$ cat src/rtl/buffer_score_pkg.sv
// +------------------------------------------------------------------+
// | buffer_score_pkg : shared widths, score weights and mode type    |
// | Revision: 1.0                                                    |
// +------------------------------------------------------------------+
`default_nettype none

package buffer_score_pkg;

    localparam int SLOTS       = 6;
    localparam int SLOT_W      = 3;
    localparam int BUF_W       = 18;
    localparam int CNT_W       = 3;
    localparam int SCORE_W     = 6;
    localparam int DEFAULT_DIV = 150_000_000;

    localparam logic [SCORE_W-1:0] RW1 = 6'd1;
    localparam logic [SCORE_W-1:0] RW2 = 6'd2;
    localparam logic [SCORE_W-1:0] RW3 = 6'd3;
    localparam logic [SCORE_W-1:0] RW4 = 6'd4;
    localparam logic [SCORE_W-1:0] LW1 = 6'd4;
    localparam logic [SCORE_W-1:0] LW2 = 6'd3;
    localparam logic [SCORE_W-1:0] LW3 = 6'd2;
    localparam logic [SCORE_W-1:0] LW4 = 6'd1;

    typedef enum logic {
        LATENCY     = 1'b0,
        RELIABILITY = 1'b1
    } mode_t;

    // Preferred buffer: latency mode favours low indices, reliability high ones.
    function automatic logic [1:0] pick_buffer(
        input mode_t            m,
        input logic [CNT_W-1:0] c1,
        input logic [CNT_W-1:0] c2,
        input logic [CNT_W-1:0] c3,
        input logic [CNT_W-1:0] c4
    );
        logic [1:0] r_sel;
        if (m == LATENCY) begin
            if ((c1 > c2) && (c1 > c3) && (c1 > c4)) begin
                r_sel = 2'd0;
            end else if ((c2 > c1) && (c2 > c3) && (c2 > c4)) begin
                r_sel = 2'd1;
            end else if (c3 > c4) begin
                r_sel = 2'd2;
            end else begin
                r_sel = 2'd3;
            end
        end else begin
            if ((c4 > c1) && (c4 > c2) && (c4 > c3)) begin
                r_sel = 2'd3;
            end else if ((c3 > c1) && (c3 > c2) && (c3 > c4)) begin
                r_sel = 2'd2;
            end else if (c2 > c1) begin
                r_sel = 2'd1;
            end else begin
                r_sel = 2'd0;
            end
        end
        return r_sel;
    endfunction

endpackage

`default_nettype wire

$ cat src/rtl/buffer_score_core_counter.sv
// +------------------------------------------------------------------+
// | buf_slot_counter : counts slots whose valid bit is set           |
// | Revision: 1.0                                                    |
// +------------------------------------------------------------------+
`default_nettype none

module buf_slot_counter
    import buffer_score_pkg::*;
(
    input  logic [BUF_W-1:0] buf_i,
    output logic [CNT_W-1:0] count_o
);

    logic [2*SLOTS-1:0] w_payload;
    logic               w_payload_unused;

    // Payload bits play no part in the count.
    for (genvar g = 0; g < SLOTS; g++) begin : g_payload
        assign w_payload[2*g+1:2*g] = buf_i[g*SLOT_W+2:g*SLOT_W+1];
    end

    assign w_payload_unused = ^w_payload;

    always_comb begin
        count_o = '0;
        for (int k = 0; k < SLOTS; k++) begin
            count_o = count_o + CNT_W'(buf_i[k*SLOT_W]);
        end
    end

endmodule

`default_nettype wire

$ cat src/rtl/buffer_score_core.sv
// +------------------------------------------------------------------+
// | buffer_score_core : slot counts, scores, tick divider and mode   |
// | latch; optional ARB_SEL_EN adds registered sel/sel_valid.        |
// | Revision: 1.0                                                    |
// +------------------------------------------------------------------+
`default_nettype none

module buffer_score_core
    import buffer_score_pkg::*;
#(
    parameter int DIV_CYCLES = DEFAULT_DIV
) (
    input  logic               clk,
    input  logic               rst_n,
    input  logic [BUF_W-1:0]   buffer1_i,
    input  logic [BUF_W-1:0]   buffer2_i,
    input  logic [BUF_W-1:0]   buffer3_i,
    input  logic [BUF_W-1:0]   buffer4_i,
    output logic [CNT_W-1:0]   l1,
    output logic [CNT_W-1:0]   l2,
    output logic [CNT_W-1:0]   l3,
    output logic [CNT_W-1:0]   l4,
    output logic [SCORE_W-1:0] rs,
    output logic [SCORE_W-1:0] ls,
    output logic               tick,
    output logic               clk_out,
    output logic               mode
`ifdef ARB_SEL_EN
    ,
    output logic [1:0]         sel,
    output logic               sel_valid
`endif
);

    localparam int             CW         = (DIV_CYCLES > 2) ? $clog2(DIV_CYCLES) : 1;
    localparam logic [CW-1:0]  c_cnt_last = CW'(DIV_CYCLES - 1);
    localparam logic [CW-1:0]  c_cnt_half = CW'(DIV_CYCLES / 2 - 1);

    logic [BUF_W-1:0] w_buf [4];
    logic [CNT_W-1:0] w_cnt [4];

    assign w_buf[0] = buffer1_i;
    assign w_buf[1] = buffer2_i;
    assign w_buf[2] = buffer3_i;
    assign w_buf[3] = buffer4_i;

    for (genvar g = 0; g < 4; g++) begin : g_cnt
        buf_slot_counter u_cnt (
            .buf_i   (w_buf[g]),
            .count_o (w_cnt[g])
        );
    end

    assign l1 = w_cnt[0];
    assign l2 = w_cnt[1];
    assign l3 = w_cnt[2];
    assign l4 = w_cnt[3];

    logic [SCORE_W-1:0] w_l1_x, w_l2_x, w_l3_x, w_l4_x;

    assign w_l1_x = {{(SCORE_W-CNT_W){1'b0}}, l1};
    assign w_l2_x = {{(SCORE_W-CNT_W){1'b0}}, l2};
    assign w_l3_x = {{(SCORE_W-CNT_W){1'b0}}, l3};
    assign w_l4_x = {{(SCORE_W-CNT_W){1'b0}}, l4};

    // Maximum is 10*6 = 60, so 6 bits never overflow.
    assign rs = w_l1_x * RW1 + w_l2_x * RW2 + w_l3_x * RW3 + w_l4_x * RW4;
    assign ls = w_l1_x * LW1 + w_l2_x * LW2 + w_l3_x * LW3 + w_l4_x * LW4;

    logic [CW-1:0] cnt_q, cnt_d;
    logic          clk_out_q, clk_out_d;
    mode_t         mode_q, mode_d;
    mode_t         w_mode_now;

    assign tick       = (cnt_q == c_cnt_last);
    assign w_mode_now = (rs >= ls) ? RELIABILITY : LATENCY;

    always_comb begin
        cnt_d     = (cnt_q == c_cnt_last) ? '0 : cnt_q + CW'(1);
        clk_out_d = clk_out_q ^ ((cnt_q == c_cnt_half) || tick);
        mode_d    = tick ? w_mode_now : mode_q;
    end

    always_ff @(posedge clk or negedge rst_n) begin
        if (!rst_n) begin
            cnt_q     <= '0;
            clk_out_q <= 1'b0;
            mode_q    <= LATENCY;
        end else begin
            cnt_q     <= cnt_d;
            clk_out_q <= clk_out_d;
            mode_q    <= mode_d;
        end
    end

    assign clk_out = clk_out_q;
    assign mode    = (mode_q == RELIABILITY);

`ifdef ARB_SEL_EN
    logic [1:0] sel_q, sel_d;
    logic       sel_valid_q, sel_valid_d;

    // Selection follows the mode decided in this same tick cycle.
    always_comb begin
        sel_d       = sel_q;
        sel_valid_d = sel_valid_q;
        if (tick) begin
            sel_d       = pick_buffer(w_mode_now, l1, l2, l3, l4);
            sel_valid_d = ((l1 | l2 | l3 | l4) != '0);
        end
    end

    always_ff @(posedge clk or negedge rst_n) begin
        if (!rst_n) begin
            sel_q       <= 2'd0;
            sel_valid_q <= 1'b0;
        end else begin
            sel_q       <= sel_d;
            sel_valid_q <= sel_valid_d;
        end
    end

    assign sel       = sel_q;
    assign sel_valid = sel_valid_q;
`endif

endmodule

`default_nettype wire

$ cat config.mk
export PLATFORM = sky130hd
export DESIGN_NAME = buffer_score_core
export DESIGN_NICKNAME = d
export VERILOG_FILES = /design/src/rtl/buffer_score_pkg.sv /design/src/rtl/buffer_score_core_counter.sv /design/src/rtl/buffer_score_core.sv
export SDC_FILE = /design/constraint.sdc
export NUM_CORES = 1
export LEC_CHECK = 0
export BUFFER_PORTS_ARGS = -buffer_cell sky130_fd_sc_hd__buf_2
export CAP_MARGIN = 15
export CORE_MARGIN = 2
export CORE_UTILIZATION = 50
export DETAILED_ROUTE_END_ITERATION = 8
export PLACE_DENSITY = 0.87
export SLEW_MARGIN = 0
export SYNTH_ARGS = -nofsm -noshare
export SYNTH_HDL_FRONTEND = slang
export SYNTH_SLANG_ARGS = --single-unit
$ cat constraint.sdc
create_clock -name clk -period 6 [get_ports clk]
set_clock_uncertainty 0.05 [all_clocks]
set_input_delay 0.3 -clock clk [delete_from_list [all_inputs] [get_ports clk]]
set_output_delay 0.3 -clock clk [all_outputs]
set_load 0.02 [all_outputs]
# After elaboration in Yosys (flattened, before gate mapping)
# Cells that the tools add are included.
[word_totals]
output_inout_bits = 27
reg_bits = 30
word_cells = 39
[op_classes]
mul = 2
magnitude_cmp = 1
n_bitwise = 1
n_addsub = 27
reduce_logical = 1
n_mux = 2
eq_ne = 2
[ops]
columns = ["operator", "n"]
rows = [
  ["adder 3 x 1 -> 3 bit", 16],
  ["adder 28 x 1 -> 28 bit (second input constant)", 1],
  ["equality test 28 x 27 -> 1 bit (second input constant)", 1],
  ["equality test 28 bit (second input constant)", 1],
  ["two-way mux 28 bit", 1],
  ["adder 5 x 5 -> 6 bit", 2],
  ["multiplier 3 x 2 -> 5 bit (second input constant)", 2],
  ["adder 1 x 1 -> 2 bit", 4],
  ["adder 6 x 3 -> 6 bit", 1],
  ["adder 6 x 4 -> 6 bit", 1],
  ["adder 6 x 5 -> 6 bit", 1],
  [">= comparator 6 bit", 1],
  ["adder 3 x 4 -> 5 bit", 1],
  ["logical OR 1 bit", 1],
  ["two-way mux 1 bit", 1],
  ["bitwise XOR 1 bit", 1],
]

# Logic depth before layout (Yosys ltp)
[depth]
ltp_word = 11
mapped_depth = 22
ltp_nobuf = 21

# Cells and area by module
# From an unflattened synthesis, not the netlist that was laid out.
[hier_totals]
hier_cells = 255
hier_area_um2 = 2568.7
[modules_own_cells]
columns = ["module", "cells_per_inst", "area_per_inst_um2", "seq_area_each_um2", "n_inst"]
rows = [
  ["buffer_score_core", 207, 2158.3, 750.7, 1],
  ["buf_slot_counter", 12, 102.6, 0.0, 4],
]

# Worst setup path before layout
# Ideal clock, no wire load.
[synth_path]
kind = "input port to flip-flop"
from = "input port buffer2_i[0]"
to = "register mode_q, in the netlist mode"
stages = 22
arrival_ps = 5199
required_ps = 5825
path_slack_ps = 626
cell_sequence = "ha_1 > inv_1 > fa_1 > fa_1 > inv_1 > fa_1 > clkbuf_1 > xnor2_1 > ha_1 > a21o_1 > fa_1 > inv_1 > fa_1 > inv_1 > ha_1 > fa_1 > inv_1 > ha_1 > a21o_1 > a21oi_1 > o21ai_0 > mux2_2"
[synth_via]
elab_chain_cells = 11
word_cells_on_any_way = 14
classes_between = "add/sub: 11; mul: 1; order compare: 1; mux: 1"
[synth_lines]
columns = ["item", "line_no", "rtl"]
rows = [
  ["start, declared", "buffer_score_core.sv:16", "input logic [BUF_W-1:0] buffer2_i,"],
  ["adder 1 x 1 -> 2 bit", "buffer_score_core_counter.sv:27", "count_o = count_o + CNT_W'(buf_i[k*SLOT_W]);"],
  ["adder 3 x 1 -> 3 bit (4 in series)", "buffer_score_core_counter.sv:27", ""],
  ["net l2[1]", "buffer_score_core.sv:20", "output logic [CNT_W-1:0] l2,"],
  ["multiplier 3 x 2 -> 5 bit", "buffer_score_core.sv:68", "assign ls = w_l1_x * LW1 + w_l2_x * LW2 + w_l3_x * LW3 + w_l4_x * LW4;"],
  ["adder 5 x 5 -> 6 bit", "buffer_score_core.sv:68", ""],
  ["adder 6 x 4 -> 6 bit", "buffer_score_core.sv:68", ""],
  ["adder 6 x 3 -> 6 bit", "buffer_score_core.sv:68", ""],
  ["net ls[4]", "buffer_score_core.sv:24", "output logic [SCORE_W-1:0] ls,"],
  [">= comparator 6 bit", "buffer_score_core.sv:76", "assign w_mode_now = (rs >= ls) ? RELIABILITY : LATENCY;"],
  ["two-way mux 1 bit", "buffer_score_core.sv:76", ""],
  ["end signal, assigned", "buffer_score_core.sv:92", "mode_q <= mode_d;"],
  ["end, declared", "buffer_score_core.sv:72", "mode_t mode_q, mode_d;"],
]
# The timed path passes the listed nets, and every way through them passes these cells.
# A chain may end at the register's enable or synchronous reset.

# Worst setup path in the final report
[layout_path]
from = "input port buffer2_i[0]"
to = "register mode_q, in the netlist mode"
[layout_via]
elab_chain_cells = 11
word_cells_on_any_way = 14
classes_between = "add/sub: 11; mul: 1; order compare: 1; mux: 1"
[layout_lines]
columns = ["item", "line_no"]
rows = [
  ["adder 1 x 1 -> 2 bit *", "buffer_score_core_counter.sv:27"],
  ["adder 3 x 1 -> 3 bit * (4 in series)", "buffer_score_core_counter.sv:27"],
  ["multiplier 3 x 2 -> 5 bit", "buffer_score_core.sv:68"],
  ["adder 5 x 5 -> 6 bit", "buffer_score_core.sv:68"],
  ["adder 6 x 4 -> 6 bit", "buffer_score_core.sv:68"],
  ["adder 6 x 3 -> 6 bit", "buffer_score_core.sv:68"],
  [">= comparator 6 bit *", "buffer_score_core.sv:76"],
  ["two-way mux 1 bit *", "buffer_score_core.sv:76"],
]
# Every way passes the cells marked *; elsewhere a longest branch is shown, timed or not.

==> out/qor.yml <==
clock_tree:
  post_cts_setup_repair_buffer_count: 0
  clockRootBuffer: "sky130_fd_sc_hd__clkbuf_8"
  worst_setup_hold_path_clk_slew_ps: 60
  cts_hold_buf: 0
  tritoncts.num_buffers: 5
  max-clock-path-buffers: 2
  cts_tree: "yes"
  post_cts_resize_count: 0
  clock_tree.htree_level_count: 2
  cts.sink_count: 30
  clock_insertion_delay_worst_skew_ps: 280
worst_setup_path:
  critical-path-slowest-cell: "sky130_fd_sc_hd__fa_1"
  reg2reg_to: "mode"
  crit_top_cell: "sky130_fd_sc_hd__fa_1"
  worst-r2r-cell-count: 5
  critical_path.endpoint: "mode"
  arrival_ps: 5350
  path_class: "input port to flip-flop"
  worstPathCellList: "buf_2 > ha_1 > inv_1 > fa_1 > fa_1 > inv_1 > fa_1 > xor2_1 > ha_1 > fa_1 > inv_1 > fa_1 > inv_1 > ha_1 > fa_1 > inv_1 > ha_1 > a21o_1 > a21oi_1 > o21ai_0 > mux2_2"
  timing.critical_path.from: "buffer2_i[0]"
  r2r-start: "cnt_q[0]"
  number_of_buffers_and_inverters_on_the_critical_path: 6
  critPathCaptureType: "flip-flop"
  slowest_delay_ps: 560
  worstPathMaxFanout: 8
  cp.required_ps: 6120
  critical_path_cell_count: 21
  critical_path.startpoint_type: "input port"
  ff2ff_setup_slack_ps: 3880
  cp_top_family: "adder cells"
sta:
  endpoints_failing_setup: 0
  worst_hold_slack_ps: -12.2
  timing.setup.tns_ps: 0
  period_needed_ps: 5230
  post-route-period-util_pct: 87.1
  max_slew.worst_pin.slew_ps: 630
  max_slew_margin_pct: 58.0
  final_hold_violation_count: 23
  drv_slew: 0
  grt_setup_unrepaired: "false"
  timing_limited_maximum_frequency_ghz: 0.191
global_route:
  grtUsageTotal_pct: 19.9
  total_gr_overflow: 0
  grt_start_max_net_pins: 31
  first_global_vias: 1959
  antenna_found_initial: 0
  grt_first_pass_wirelength_um: 8660
detailed_routing:
  vias: 1926
  post-route-drc-count: 0
  postRouteWirelength_um: 5020
  route.detailed.vias_per_inst: 5.06
  detailedRoute.firstIterationViolations: 78
  drt_first_pass_iters: 4
  detail_route.wl_per_cell_um: 13.2
  ant_nets: 0
synthesis:
  yosysWarnings: 0
  ys.flop_type: "sky130_fd_sc_hd__dfrtp_1"
  ys_seq_area_share_pct: 29.3
  syn_area_um2: 2560
  total_nets_after_synthesis: 372
  synth_enable_flop_cells: 0
  netlist-cell-type-count: 36
  synth_top_cells_by_area: "sky130_fd_sc_hd__dfrtp_1, sky130_fd_sc_hd__fa_1, sky130_fd_sc_hd__ha_1"
  syn-mean-instance-area_um2: 10.1
  top_cell_type_by_total_area_after_synthesis: "sky130_fd_sc_hd__dfrtp_1"
  postSynth.asyncResetShare_pct: 100
  syn_inst: 253
  postSynthRegisterBits: 30
  synth_top_cell_area_share_pct: 29.3
pwr:
  total_switching_power_mw: 0.862
  power.leakage_nw: 1.64
  power.switching_fraction_pct: 51.9
  worst_ir_drop_vdd_mv: 1.18
  power.share.clock_pct: 9.8
  power.internal_mw: 0.800
  sequentialPowerShare_pct: 12.2
  power.density_cell_area_nw_per_um2: 555
  combPwrFrac_pct: 78.0
  totalPowerFinal_mw: 1.66
final_layout:
  syn_to_final_growth_pct: 16.9
  fin_util_pct: 59.8
  fillCellCount: 424
  final_layout_size_suffix_gt1_share_pct: 22.2
  layout.cell_area.non_filler_um2: 3000
  diodes: 0
  fin_nets: 429
outcome:
  failed_checks: "negative hold slack"
  status: "finished, violations left"
place:
  placed_area_um2: 2910
  routabilityCongestion: 0.857
  detailedPlacementHpwl_um: 4190
  port_buffers: 52
die:
  top_level_ports: 101
  die_height_um: 75.6
  core.rowCount: 26
  core_area_um2: 5010
  initial_core_util_pct: 51.1
  dieWidth_um: 75.6
  fp.dieArea_um2: 5710
run:
  max-cap-violations: 0
min_path:
  worst_min_delay_path_category: "input port to async pin"
logic make-up after synthesis:
kind of cell	count (synthesis)	share of synthesized area (%)
xor gates and xnor gates	28	9.57
buffers and inverters	64	9.42
adders and majority gates	45	29.3
DFF	30	29.3
and+or+nand+nor	65	16.6
AOI/OAI and AO/OA	18	4.64
muxes	3	1.22
worst reg2reg max path: stages, from the launching register on:
cell                      delay (ps)
sky130_fd_sc_hd__dfrtp_1         410
sky130_fd_sc_hd__ha_1            260
sky130_fd_sc_hd__and4_1          280
sky130_fd_sc_hd__nand4_1         180
sky130_fd_sc_hd__nor2_1          440
sky130_fd_sc_hd__mux2_2          390
layout make-up:
class                   count  area, um2  area share, %
well taps                  70       87.6           2.92
flip-flops and latches     30        751           25.1
clock inverters             1       5.00          0.167
clock buffers               7       86.3           2.88
repair buffers             53        268           8.94
multi-input cells         159       1570           52.4
inverters                  61        229           7.64
synth_stat cells, types with 2 or more instances:
| cell | number |
|---|---|
| sky130_fd_sc_hd__and3_1 | 4 |
| sky130_fd_sc_hd__nand3_1 | 8 |
| sky130_fd_sc_hd__nor4bb_1 | 2 |
| sky130_fd_sc_hd__fa_1 | 25 |
| sky130_fd_sc_hd__a21o_1 | 3 |
| sky130_fd_sc_hd__nand4_1 | 12 |
| sky130_fd_sc_hd__dfrtp_1 | 30 |
| sky130_fd_sc_hd__inv_1 | 61 |
| sky130_fd_sc_hd__nor2_1 | 11 |
| sky130_fd_sc_hd__nor4_4 | 2 |
| sky130_fd_sc_hd__o21ai_0 | 3 |
| sky130_fd_sc_hd__mux2i_1 | 2 |
| sky130_fd_sc_hd__a31o_2 | 2 |
| sky130_fd_sc_hd__a21oi_1 | 6 |
| sky130_fd_sc_hd__ha_1 | 20 |
| sky130_fd_sc_hd__clkbuf_1 | 2 |
| sky130_fd_sc_hd__xor2_1 | 9 |
| sky130_fd_sc_hd__nand2_1 | 7 |
| sky130_fd_sc_hd__and4_1 | 4 |
| sky130_fd_sc_hd__nor3_1 | 3 |
| sky130_fd_sc_hd__xnor2_1 | 19 |
| sky130_fd_sc_hd__nor4_1 | 3 |
| sky130_fd_sc_hd__nand4_2 | 2 |
placed cells by master (no fill, tap or decap), types with 2 or more instances in the layout:
cell	instances
sky130_fd_sc_hd__buf_2	52
sky130_fd_sc_hd__nor3_1	3
sky130_fd_sc_hd__clkbuf_8	6
sky130_fd_sc_hd__nand4_1	12
sky130_fd_sc_hd__xor2_1	9
sky130_fd_sc_hd__o21ai_0	3
sky130_fd_sc_hd__mux2i_1	2
sky130_fd_sc_hd__a21o_1	3
sky130_fd_sc_hd__inv_1	61
sky130_fd_sc_hd__nand3_1	8
sky130_fd_sc_hd__nand2_1	7
sky130_fd_sc_hd__a21oi_1	6
sky130_fd_sc_hd__dfrtp_1	30
sky130_fd_sc_hd__nor4bb_1	2
sky130_fd_sc_hd__fa_1	25
sky130_fd_sc_hd__and4_1	4
sky130_fd_sc_hd__nor4_1	3
sky130_fd_sc_hd__ha_1	20
sky130_fd_sc_hd__a31o_2	2
sky130_fd_sc_hd__nor2_1	11
sky130_fd_sc_hd__xnor2_1	19
sky130_fd_sc_hd__and3_1	4
sky130_fd_sc_hd__nor4_4	2
sky130_fd_sc_hd__nand4_2	2
power by group through the flow:
| stage | Sequential (mW) | Clock, mW | Combinational, mW |
|---|---|---|---|
| floorplan | 0.206 | 0 | 0.920 |
| finish | 0.202 | 0.163 | 1.30 |
| CTS | 0.202 | 0.167 | 1.31 |
| detailed placement | 0.206 | 0 | 1.29 |
| global placement | 0.206 | 0 | 1.22 |
| global route | 0.202 | 0.178 | 1.47 |
how the worst min path moves through the flow:
stage          endpoint  slack, ps  cells past startpoint
6_report       cnt_q[4]        -10                      1
5_1_grt        cnt_q[1]         50                      1
4_1_cts        cnt_q[3]         10                      1
3_5_place_dp   cnt_q[2]        310                      1
3_3_place_gp   cnt_q[4]        310                      1
2_1_floorplan   clk_out        -50                      0
layer usage:
layer | track usage (%) | vias up | routed length [um]
met5 | 0 | - | 0
met3 | 3.97 | 12 | 222
met1 | 24.3 | 919 | 2070
met2 | 35.1 | 57 | 2590
met4 | 6.82 | 0 | 133
li1 | - | 938 | -
sequential cells by signal, indices dropped and copies added, names as in the netlist:
register,count
cnt_q,28
mode,1
clk_out,1
metrics by stage:
stage,instances,setup WS [ps]
floorplan,253,626
global placement,373,648
detailed placement,373,494
CTS,381,765
global route,381,471
finish,381,773
Note: power is estimated with default switching activity, not from simulation.
